File: config.mk
export PLATFORM = sky130hd
export DESIGN_NAME = decoder_n_m_scan
export DESIGN_NICKNAME = d
export VERILOG_FILES = /design/src/rtl/decoder_n_m_scan.sv
export SDC_FILE = /design/constraint.sdc
export NUM_CORES = 1
export LEC_CHECK = 0
export CORE_AREA = 5 5 42 44
export DETAILED_ROUTE_END_ITERATION = 7
export DIE_AREA = 0 0 47 49
export PLACE_DENSITY = 0.66
export REMOVE_ABC_BUFFERS = 1
export SLEW_MARGIN = 25
export SYNTH_ARGS = -nofsm -noshare
export SYNTH_HDL_FRONTEND = slang
export SYNTH_SLANG_ARGS = --single-unit
File: constraint.sdc
create_clock -name clk -period 1.9 [get_ports clk]
set_input_delay 0.285 -clock clk [delete_from_list [all_inputs] [get_ports clk]]
set_output_delay 0.285 -clock clk [all_outputs]
set_load 0.1 [all_outputs]
File: src/rtl/decoder_n_m_scan.sv
// Registered N-to-M one-hot decoder with enable, selectable output polarity and
// an autonomous scan mode that walks the active output through 0..M-1.
module decoder_n_m_scan #(
    parameter int N          = 2,
    parameter int M          = 2 ** N,
    parameter int ACTIVE_LOW = 1,
    parameter int SCAN_DIV   = 4
) (
    input  logic         clk,
    input  logic         reset,
    input  logic         en,
    input  logic         mode,
    input  logic [N-1:0] sel,
    output logic [M-1:0] y,
    output logic [N-1:0] idx,
    output logic         err,
    output logic         wrap,
    output logic [1:0]   dbg_state
);

    typedef enum logic [1:0] {
        S_IDLE   = 2'd0,
        S_DIRECT = 2'd1,
        S_SCAN   = 2'd2
    } state_e;

    localparam int            PW       = (SCAN_DIV > 1) ? $clog2(SCAN_DIV) : 1;
    localparam logic [PW-1:0] DIV_LAST = PW'(SCAN_DIV - 1);
    localparam logic [N-1:0]  IDX_LAST = N'(M - 1);
    localparam logic [N:0]    M_EXT    = (N + 1)'(M);
    localparam logic          INACT    = (ACTIVE_LOW != 0);

    state_e        state_q, state_d;
    logic [PW-1:0] presc_q, presc_d;
    logic [N-1:0]  idx_q, idx_d;
    logic [M-1:0]  y_q, y_d;
    logic          err_q, err_d;
    logic          wrap_q, wrap_d;
    logic          show;

    always_comb begin
        state_d = S_IDLE;
        if (en) begin
            state_d = mode ? S_SCAN : S_DIRECT;
        end
        idx_d   = idx_q;
        presc_d = presc_q;
        err_d   = 1'b0;
        wrap_d  = 1'b0;
        show    = 1'b0;

        case (state_d)
            S_DIRECT: begin
                idx_d = sel;
                if ({1'b0, sel} < M_EXT) begin
                    show = 1'b1;
                end else begin
                    err_d = 1'b1;
                end
            end
            S_SCAN: begin
                show = 1'b1;
                // Entry (or re-entry after a mode glitch) always restarts at 0 with no wrap.
                if (state_q != S_SCAN) begin
                    idx_d   = '0;
                    presc_d = '0;
                end else if (presc_q == DIV_LAST) begin
                    presc_d = '0;
                    if (idx_q == IDX_LAST) begin
                        idx_d  = '0;
                        wrap_d = 1'b1;
                    end else begin
                        idx_d = idx_q + N'(1);
                    end
                end else begin
                    presc_d = presc_q + PW'(1);
                end
            end
            default: ;
        endcase

        for (int k = 0; k < M; k++) begin
            y_d[k] = (show && (idx_d == N'(k))) ? ~INACT : INACT;
        end
    end

    always_ff @(posedge clk) begin
        if (reset) begin
            state_q <= S_IDLE;
            presc_q <= '0;
            idx_q   <= '0;
            y_q     <= {M{INACT}};
            err_q   <= 1'b0;
            wrap_q  <= 1'b0;
        end else begin
            state_q <= state_d;
            presc_q <= presc_d;
            idx_q   <= idx_d;
            y_q     <= y_d;
            err_q   <= err_d;
            wrap_q  <= wrap_d;
        end
    end

    assign y         = y_q;
    assign idx       = idx_q;
    assign err       = err_q;
    assign wrap      = wrap_q;
    assign dbg_state = state_q;

endmodule

# Word-level counts from Yosys, hierarchy flattened
# Index checks and enable logic that the tools add are counted.
totals:
  rom_bits: 0
  ram_bits: 0
  memories: 0
  in_bits: 6
  latchBits: 0
  regBits: 11
op_classes:
  n_eq_ne: 8
  add_sub_neg: 2
  muxes: 14
  div_mod_pow: 0
  shift: 0
  n_lt_le_gt_ge: 0
  n_reduce_logical: 7
  multipliers: 0
  bitwise: 2
ops:
  columns: ["operator", "count"]
  rows:
  - ["$mux 2", 7]
  - ["$eq 2x2->1 const B", 5]
  - ["$mux 1", 6]
  - ["$add 2x1->2 const B", 2]
  - ["$eq 2x1->1 const B", 2]
  - ["$logic_and 1x1->1", 4]
  - ["$pmux 2 s2", 1]
  - ["$reduce_or 4->1", 1]
  - ["$logic_not 2->1", 1]
  - ["$ne 2x2->1 const B", 1]
  - ["$not 1->1", 2]
  - ["$reduce_or 2->1", 1]

# Longest topological paths before layout
# Gate-level depths: netlist of the first run.
logic_depth:
  ltp_word: 8
  mapped_depth: 4

# Worst setup path after synthesis of the first run
# Ideal clock, no wire load.
synth_path:
  kind: "reg-to-reg"
  startpoint: "register idx_q[0] (netlist: idx[0])"
  endpoint: "register y_q[1] (netlist: y[1])"
  stages_incl_launch_ff: 5
  setup_slack_ns: -0.097
  required_ns: 1.780
  arrival_ns: 1.877
  n_path_buf: 0
  period_less_slack_ns: 1.997
  path_cell_list: "dfxtp_1 -> ha_1 -> mux2i_1 -> o21ai_0 -> a211o_1"
synth_between:
  elab_chain_cells: 8
  elab_cells_between_ends: 9
  cone_classes: "1 x add/sub; 2 x eq/ne; 5 x mux; 1 x reduce/logical"
synth_rtl:
  columns: ["element", "line_no", "text"]
  rows:
  - ["start: declaration", "35", "logic [N-1:0] idx_q, idx_d;"]
  - ["start signal: assignment", "98", "idx_q <= idx_d;"]
  - ["$add 2x1->2 / $eq 2x2->1 (equally long branches)", "73, 69", null]
  - ["$mux 2", "69", "if (idx_q == IDX_LAST) begin"]
  - ["$mux 2", "67", "end else if (presc_q == DIV_LAST) begin"]
  - ["$mux 2", "64", "if (state_q != S_SCAN) begin"]
  - ["$pmux 2 s2 (*)", "52", "case (state_d)"]
  - ["$eq 2x1->1 (*)", "83", "y_d[k] = (show && (idx_d == N'(k))) ? ~INACT : INACT;"]
  - ["$logic_and 1x1->1 (*)", "83", null]
  - ["$mux 1 (*)", "83", null]
  - ["end signal: assignment", "92", "y_q <= {M{INACT}};"]
  - ["end signal: assignment", "99", "y_q <= y_d;"]
  - ["end: declaration", "36", "logic [M-1:0] y_q, y_d;"]
# Mark *: on every way between the ends. The rest lies on a longest branch, timed or not.
# A chain may end at the register's enable or synchronous reset.

# Final worst setup path of the first run
layout_path:
  startpoint: "input port en"
  endpoint: "register y_q[1] (netlist: y[1])"
layout_between:
  elab_chain_cells: 6
  elab_cells_between_ends: 9
  cone_classes: "3 x eq/ne; 4 x mux; 2 x reduce/logical"
layout_rtl:
  columns: ["element", "line_no", "text"]
  rows:
  - ["start: declaration", "11", "input logic en,"]
  - ["$mux 2 (*)", "43", "if (en) begin"]
  - ["$eq 2x2->1 / $eq 2x1->1 (equally long branches)", "52", null]
  - ["$pmux 2 s2 / $reduce_or 2->1 (equally long branches)", null, null]
  - ["$eq 2x1->1 / $mux 1 (equally long branches)", null, null]
  - ["$logic_and 1x1->1 (*)", "83", null]
  - ["$mux 1 (*)", "83", null]
# Marked as above.

==> results of run 1 <==
-- worst max-delay path: cells and delay by family --
| family | cells | cell delay, ns |
|---|---|---|
| compound gates | 2 | 0.48 |
| simple gates | 1 | 0.19 |
| buf+inv | 1 | 0.65 |
-- state kept, by name, summed over array words and instances (netlist names) --
register / count
y: 4
dbg_state: 2
idx: 2
presc_q: 2
wrap: 1
-- stage by stage --
stage / total power [mW] / util (%)
floorplan: 0.308 / -
global placement: 0.336 / 44.3
detailed placement: 0.337 / 44.3
CTS: 0.495 / 46.2
global route: 0.512 / 46.2
finish: 0.490 / 46.2
-- per-layer routing --
metal  vias to the layer above  wire, um  GRT usage (%)
li1                        205         -              -
met1                       194       446           13.2
met2                        15       480           14.9
met3                         2        64           2.21
met4                         0         5           5.53
met5                         -         0              0
-- cells in the final DEF, fill, tap and decap left out, types with 2 or more instances in the layout --
cell / netlist / routed
dfxtp_1: 11 / 11
buf_4: 1 / 9
clkdlybuf4s50_1: 0 / 5
nor2_1: 3 / 3
nand2_1: 3 / 3
clkbuf_4: 0 / 3
nor2b_1: 2 / 2
nand3b_1: 2 / 2
a211o_1: 2 / 2
nand2b_1: 2 / 2
a21oi_1: 2 / 2
ha_1: 2 / 2
-- how the worst max path moves through the flow --
stage | depth (start not counted) | slack (ns) | from | endpoint
floorplan | 4 | -0.1 | idx[0]$_SDFF_PP0_ | y[1]$_SDFF_PP1_
global placement | 4 | 0.22 | en | y[3]$_SDFF_PP1_
detailed placement | 4 | 0.17 | en | y[3]$_SDFF_PP1_
CTS | 4 | 0.46 | en | y[1]$_SDFF_PP1_
global route | 4 | 0.37 | presc_q[0]$_SDFFE_PP0N_ | y[0]$_SDFF_PP1_
finish | 4 | 0.46 | en | y[1]$_SDFF_PP1_
-- final cells by class --
class | count | area share [%]
inverters | 1 | 0.580
repair buffers | 14 | 18.2
well taps | 16 | 3.09
flip-flops and latches | 11 | 34.0
clock buffers | 4 | 4.06
multi-input cells | 34 | 40.0
-- logic make-up (layout without fill, tap and decap cells) --
kind of cell    Yosys count  after routing  synth area share [%]
compound gates           10             10                  16.8
fa+ha+maj                 2              2                  5.10
buf+inv                   2             19                  2.30
flops                    11             11                  44.9
mux                       1              1                  2.04
other cells               1              1                 0.765
simple gates             20             20                  28.1
-- power groups by stage --
| stage | clock network [mW] | logic (mW) | registers (mW) |
|---|---|---|---|
| global placement | 0 | 0.0911 | 0.245 |
| floorplan | 0 | 0.0258 | 0.282 |
| CTS | 0.163 | 0.0917 | 0.240 |
| global route | 0.176 | 0.0961 | 0.241 |
| finish | 0.158 | 0.0916 | 0.240 |
| detailed placement | 0 | 0.0916 | 0.245 |
==> impl_metrics.ini, run 1 <==
[floorplanning]
pin_count = 16
coreArea_um2 = 1400
die_height_um = 49
start_util_pct = 35.0
num_rows = 14
die_w_um = 47
die_area_um2 = 2300

[drt]
viasPerCell = 5.20
dr_total_vias = 416
drtAntennaViolNets = 0
drt_iter0_drc = 4
drc = 0
routed_wl_um = 996
firstDrtPassIters = 4
routedWlPerCell_um = 12.5

[placed_design]
gp_congestion = 0.744
place_inst = 76
dpl_cell_area_um2 = 621
pre_cts_slack_ns = 0.175
dpl.hpwl_um = 762
numPortBuffers = 14

[hold_path]
hp-start = presc_q[0]$_SDFFE_PP0N_
hold_path_class = reg -> reg
hold_path_depth = 2
min_to = presc_q[0]$_SDFFE_PP0N_

[grt]
grt_max_degree = 9
grt_first_pass_wirelength_mm = 1.73
track_usage_pct = 10.1
grt_pass1_vias = 416
antenna_found_initial = 0
overflow = 0

[timing]
slew_viol_final = 0
final.setup.tns_ns = 0
hold_viol_final = 0
fin_hold_ws_ns = 0.474
min_period_over_period_pct = 76.0
timing.final.ws_setup_ns = 0.456
fin_skew_ns = 0.00459
clock.fmax_ghz = 0.693
setup_viol = 0
post-route-min-period_ns = 1.44
rsz0062_at_grt = false

[synth]
ys_async_sr_fraction_pct = 0
synth-edff-count = 0
synth_area_leaders = dfxtp_1 (45%), ha_1 (5.1%), nand4b_4 (4.8%), o21bai_4 (3.8%), a211o_1 (3.6%)
yosysWarnings = 0
seq_area_frac_synth_pct = 44.9
ys_types = 27
yosysTopAreaCellShare_pct = 44.9
synth_area_per_cell_um2 = 10.4
synth_top_flop_cell = dfxtp_1
yosysTopAreaCell = dfxtp_1
yosys_register_bits = 11
synthCells = 47
synth_area_um2 = 490
synth_common_cells = dfxtp_1 (11), nand2_1 (3), nor2_1 (3)
synth.most_common_cell = dfxtp_1

[clock_tree]
cts_sinks = 11
clk_path_buf_depth = 2
cts_buffers = 3
h-tree-depth = 1
post_cts_buffers = 0
cts.clk_slew.worst_paths_ns = 0.07
cts-root-buf = clkbuf_4
cts-resized-gates = 0
tritoncts = done
clk_latency_ns = 0.27
cts-hold-fix-buffers = 0

[critical_path]
start_kind = primary input
arrival_ns = 1.60
reg2reg_from = presc_q[0]$_SDFFE_PP0N_
critPathMaxStageDelay_ns = 0.65
slowest_stage = clkdlybuf4s50_1
reg2reg_to = y[1]$_SDFF_PP1_
reg2reg_slack_ns = 0.51
cp-end-kind = flop
crit_path_max_fanout = 8
cp_data_required_time_ns = 2.06
reg2reg_depth = 4
path_class = in -> reg
path_cells = clkdlybuf4s50_1 > nand4b_4 > o21bai_4 > a211o_1

[power]
p_switching_uw = 147
p_comb_share_pct = 18.7
switching_share_pct = 29.9
powerDensity_nw_per_um2 = 757
p_int_uw = 343
p_clk_share_pct = 32.2
vdd_drop_max_mv = 0.459
p_leak_nw = 0.257
power_frac_seq_pct = 49.0

[run_status]
status = finished clean

[finish]
fill_cells = 149
stdcell_area_um2 = 647
layout.nets = 73
antenna_cells = 0
layout.cells.non_filler = 80
area_delta_synth_final_pct = 31.9
ff_latch_area_um2 = 220
multi_input_area_um2 = 259
drive_gt1_share_pct = 23.4

[run]
cap_violations = 0
No activity file was read; power rests on OpenSTA's default activity.
==> run 2: changes to the inputs <==
Clock period 1.9 ns to 1.39 ns, I/O delays scaled along.
==> run 2 against run 1 <==
Net effect:
- clock-buffer cell count unchanged
- total power up 47%
- flip-flop and latch count unchanged
- critical path depth unchanged
- clock skew up 0.0013 ns
- wire length up 22%
- worst hold slack worse by 0.042 ns
- design area up 38%
- core utilization up 18 points
- non-clock buffer count up 13
- via count up 8.2%
- sequential power up 37%
- critical path type is now reg -> reg
- largest power group unchanged
- highest routed layer unchanged
==> impl_metrics.ini, run 2 (synthesis results as in run 1) <==
[clock_tree]
cts-root-buf = clkbuf_4
cts-hold-fix-buffers = 0
tritoncts = done
clk_latency_ns = 0.27
h-tree-depth = 1
clk_path_buf_depth = 2
cts.clk_slew.worst_paths_ns = 0.06
cts_sinks = 11
cts_buffers = 3

[critical_path]
arrival_ns = 1.46
crit_end = y[0]$_SDFF_PP1_
crit_path_max_fanout = 5
path_class = reg -> reg
reg2reg_to = y[0]$_SDFF_PP1_
cp_data_required_time_ns = 1.53
cp-end-kind = flop
reg2reg_depth = 4
start_kind = flop
reg2reg_slack_ns = 0.07
startpoint = presc_q[0]$_SDFFE_PP0N_
reg2reg_from = presc_q[0]$_SDFFE_PP0N_

[finish]
layout.nets = 86
mostFrequentLayoutCells = buf_4 (13), dfxtp_1 (11), buf_12 (9)
area_delta_synth_final_pct = 82.7
antenna_cells = 0
largest_reg_flops = 4
drive_gt1_share_pct = 40.3
final_common_cell = buf_4

[floorplanning]
num_rows = 14
start_util_pct = 35.0
coreArea_um2 = 1400
pin_count = 16
die_area_um2 = 2300
die_w_um = 47
die_height_um = 49

[timing]
fin_hold_ws_ns = 0.432
hold_viol_final = 0
clock.fmax_ghz = 0.757
min_period_over_period_pct = 95.0
slew_viol_final = 0
post-route-min-period_ns = 1.32
fin_skew_ns = 0.00585
setup_viol = 0

[hold_path]
hold_path_class = in -> reg

[power]
p_clk_share_pct = 30.8
switching_share_pct = 30.1
p_leak_nw = 0.368
power_uw = 720
vdd_drop_max_mv = 0.633
p_switching_uw = 216
p_comb_share_pct = 23.4
p_int_uw = 504
power_frac_seq_pct = 45.8
powerDensity_nw_per_um2 = 804

[drt]
dr_total_vias = 450
firstDrtPassIters = 4
drtAntennaViolNets = 0
routedWlPerCell_um = 13.1
drt_iter0_drc = 2
routed_wl_mm = 1.22
drc = 0
viasPerCell = 4.84

[grt]
grt_first_pass_wirelength_mm = 2.05
grt_max_degree = 8
grt_pass1_vias = 459
overflow = 0
antenna_found_initial = 0
track_usage_pct = 12.7

[run_status]
status = finished clean

[placed_design]
gp_congestion = 0.795
numPortBuffers = 14
dpl.hpwl_um = 893

[run]
cap_violations = 0
[run 2: final cells by class]
cell class                      instances  area, um^2
Timing Repair Buffer                   27         330
Fill cell                             120         505
Clock buffer                            4        26.3
Multi-Input combinational cell         34         295
Tap cell                               16        20.0
Sequential cell                        11         220
Inverter                                1        3.75
[run 2: critical path, stage by stage (launching register included)]
cell      delay (ns)
dfxtp_1         0.38
ha_4            0.20
mux2i_4         0.26
nor3b_2         0.20
o221ai_1        0.14
[run 2: power groups by stage]
stage | Combinational [mW] | Clock, mW | Sequential (mW)
CTS | 0.166 | 0.222 | 0.329
global placement | 0.163 | 0 | 0.336
detailed placement | 0.164 | 0 | 0.337
finish | 0.169 | 0.222 | 0.330
global route | 0.177 | 0.250 | 0.330
floorplan | 0.0352 | 0 | 0.386
[run 2: metal layers]
layer / share of wire (%) / track usage [%]
met3: 5.2 / 4.06
met4: 4.0 / 8.29
met5: 0 / 0
met1: 40 / 14.0
met2: 50 / 19.7
[run 2: what timing repair did]
action,in CTS,in global routing
resized for setup,2,5
setup endpoints to repair,1,6
buffers inserted,0,1
[run 2: how the worst min path moves through the flow]
| stage | slack (ns) | from | depth (start not counted) | endpoint |
|---|---|---|---|---|
| after floorplan | 0.28 | reset | 1 | idx[1]$_SDFF_PP0_ |
| after global placement | 0.49 | presc_q[1]$_SDFFE_PP0N_ | 2 | presc_q[1]$_SDFFE_PP0N_ |
| after detailed placement | 0.49 | presc_q[1]$_SDFFE_PP0N_ | 2 | presc_q[1]$_SDFFE_PP0N_ |
| after CTS | 0.51 | presc_q[1]$_SDFFE_PP0N_ | 2 | presc_q[1]$_SDFFE_PP0N_ |
| after global routing | 0.46 | en | 4 | presc_q[1]$_SDFFE_PP0N_ |
| final | 0.43 | en | 4 | presc_q[1]$_SDFFE_PP0N_ |
[run 2: through the flow]
| stage | area (um^2) | instances | utilization [%] | TNS [ns] | setup WS (ns) |
|---|---|---|---|---|---|
| detailed placement | 823 | 88 | 58.8 | -1.23 | -0.242 |
| global placement | 823 | 88 | 58.8 | -0.963 | -0.188 |
| CTS | 856 | 92 | 61.1 | 0 | 0.0235 |
| floorplan | 483 | 46 | - | -3.64 | -0.607 |
| global route | 896 | 93 | 63.9 | -0.0613 | -0.0324 |
| finish | 896 | 93 | 63.9 | 0 | 0.0689 |
==> run 3: changes to the inputs <==
Settings changed: GPL_ROUTABILITY_DRIVEN set to 0, SKIP_CTS_REPAIR_TIMING set to 1.
==> run 3 against run 2 <==
Net effect:
- clock power is 2% lower
- non-clock buffer count is 1 lower
- wire length is 7.8% lower
- clock-buffer cell count stayed put
- critical path type unchanged
- critical endpoint unchanged
==> impl_metrics.ini, run 3 (synthesis results as in run 1) <==
[run_status]
status = finished clean

[grt]
grt_first_pass_wirelength_mm = 1.98
antenna_found_initial = 0
grt_max_degree = 8
grt_pass1_vias = 449
overflow = 0
track_usage_pct = 12.1

[finish]
final_common_cell = buf_4
layout.nets = 85
layout.cells.non_filler = 92
stdcell_area_um2 = 883
largest_reg_flops = 4
mostFrequentLayoutCells = buf_4 (12), dfxtp_1 (11), buf_12 (9)
antenna_cells = 0
area_delta_synth_final_pct = 80.1
drive_gt1_share_pct = 38.2

[critical_path]
path_class = reg -> reg
path_cells = ha_4 > mux2i_4 > nor3b_1 > o221ai_1
cp_data_required_time_ns = 1.52
start_kind = flop
crit_path_max_fanout = 5
cp_num_buf_inv = 0
crit_family = flip-flops
critPathMaxStageDelay_ns = 0.38
cp-end-kind = flop
slowest_stage = dfxtp_1
reg2reg_from = presc_q[0]$_SDFFE_PP0N_
arrival_ns = 1.45
startpoint = presc_q[0]$_SDFFE_PP0N_

[timing]
clock.fmax_ghz = 0.759
setup_viol = 0
fin_skew_ns = 0.00590
hold_viol_final = 0
timing.final.ws_setup_ns = 0.0720
slew_viol_final = 0
rsz0062_at_grt = true
post-route-min-period_ns = 1.32
min_period_over_period_pct = 94.8

[placed_design]
dpl.hpwl_um = 893
pre_cts_slack_ns = -0.242
place_inst = 88
dpl_cell_area_um2 = 823
numPortBuffers = 14

[run]
cap_violations = 0

[clock_tree]
cts.clk_slew.worst_paths_ns = 0.06
cts_sinks = 11
tritoncts = done
clk_path_buf_depth = 2
cts_buffers = 3
h-tree-depth = 1
cts-root-buf = clkbuf_4
clk_latency_ns = 0.27

[drt]
drtAntennaViolNets = 0
routed_wl_mm = 1.13
dr_total_vias = 437
viasPerCell = 4.75
routedWlPerCell_um = 12.2
firstDrtPassIters = 3
drc = 0
drt_iter0_drc = 2

[floorplanning]
coreArea_um2 = 1400
pin_count = 16
start_util_pct = 35.0
num_rows = 14
die_height_um = 49
die_area_um2 = 2300
die_w_um = 47

[power]
vdd_drop_max_mv = 0.523
powerDensity_nw_per_um2 = 808
p_leak_nw = 0.360

[hold_path]
hold_path_class = in -> reg
hp-start = en
## run 3: through the flow
step	hold WS, ns	utilization, %	power, mW	TNS, ns
after floorplan	0.278	-	0.421	-3.64
after global placement	0.487	58.8	0.499	-0.963
after detailed placement	0.493	58.8	0.501	-1.23
after CTS	0.506	60.6	0.716	-0.0184
after global routing	0.463	63.0	0.751	-0.0489
final	0.439	63.0	0.714	0
## run 3: area by class of cell
type	count	area, um^2
multi-input combinational	34	290
fill	121	518
sequential	11	220
tap	16	20.0
timing repair buffer	26	323
inverter	1	3.75
clock buffer	4	26.3
## run 3: routing by layer
layer	vias up	share of wire (%)	track usage, %
met5	-	0	0
met4	0	2.8	8.29
met3	4	5.3	4.06
met2	13	49	18.3
met1	192	42	13.7
li1	228	-	-
## run 3: report_power, final
| group | switching [mW] | leakage [nW] | internal [mW] | total [mW] |
|---|---|---|---|---|
| clock network | 0.106 | 0.0150 | 0.111 | 0.217 |
| registers | 0.00696 | 0.0896 | 0.323 | 0.330 |
| logic | 0.0978 | 0.255 | 0.0692 | 0.167 |
## run 3: worst paths after layout
kind | cells after the start | slack (ns) | end
min reg2reg | 2 | 0.56 | presc_q[1]$_SDFFE_PP0N_
max | 4 | 0.07 | y[0]$_SDFF_PP1_
min | 4 | 0.44 | presc_q[1]$_SDFFE_PP0N_
max reg2reg | 4 | 0.07 | y[0]$_SDFF_PP1_
## run 3: worst register-to-register path, stage by stage, from the launching register on
cell      delay [ns]
dfxtp_1         0.38
ha_4            0.19
mux2i_4         0.24
nor3b_1         0.22
o221ai_1        0.15
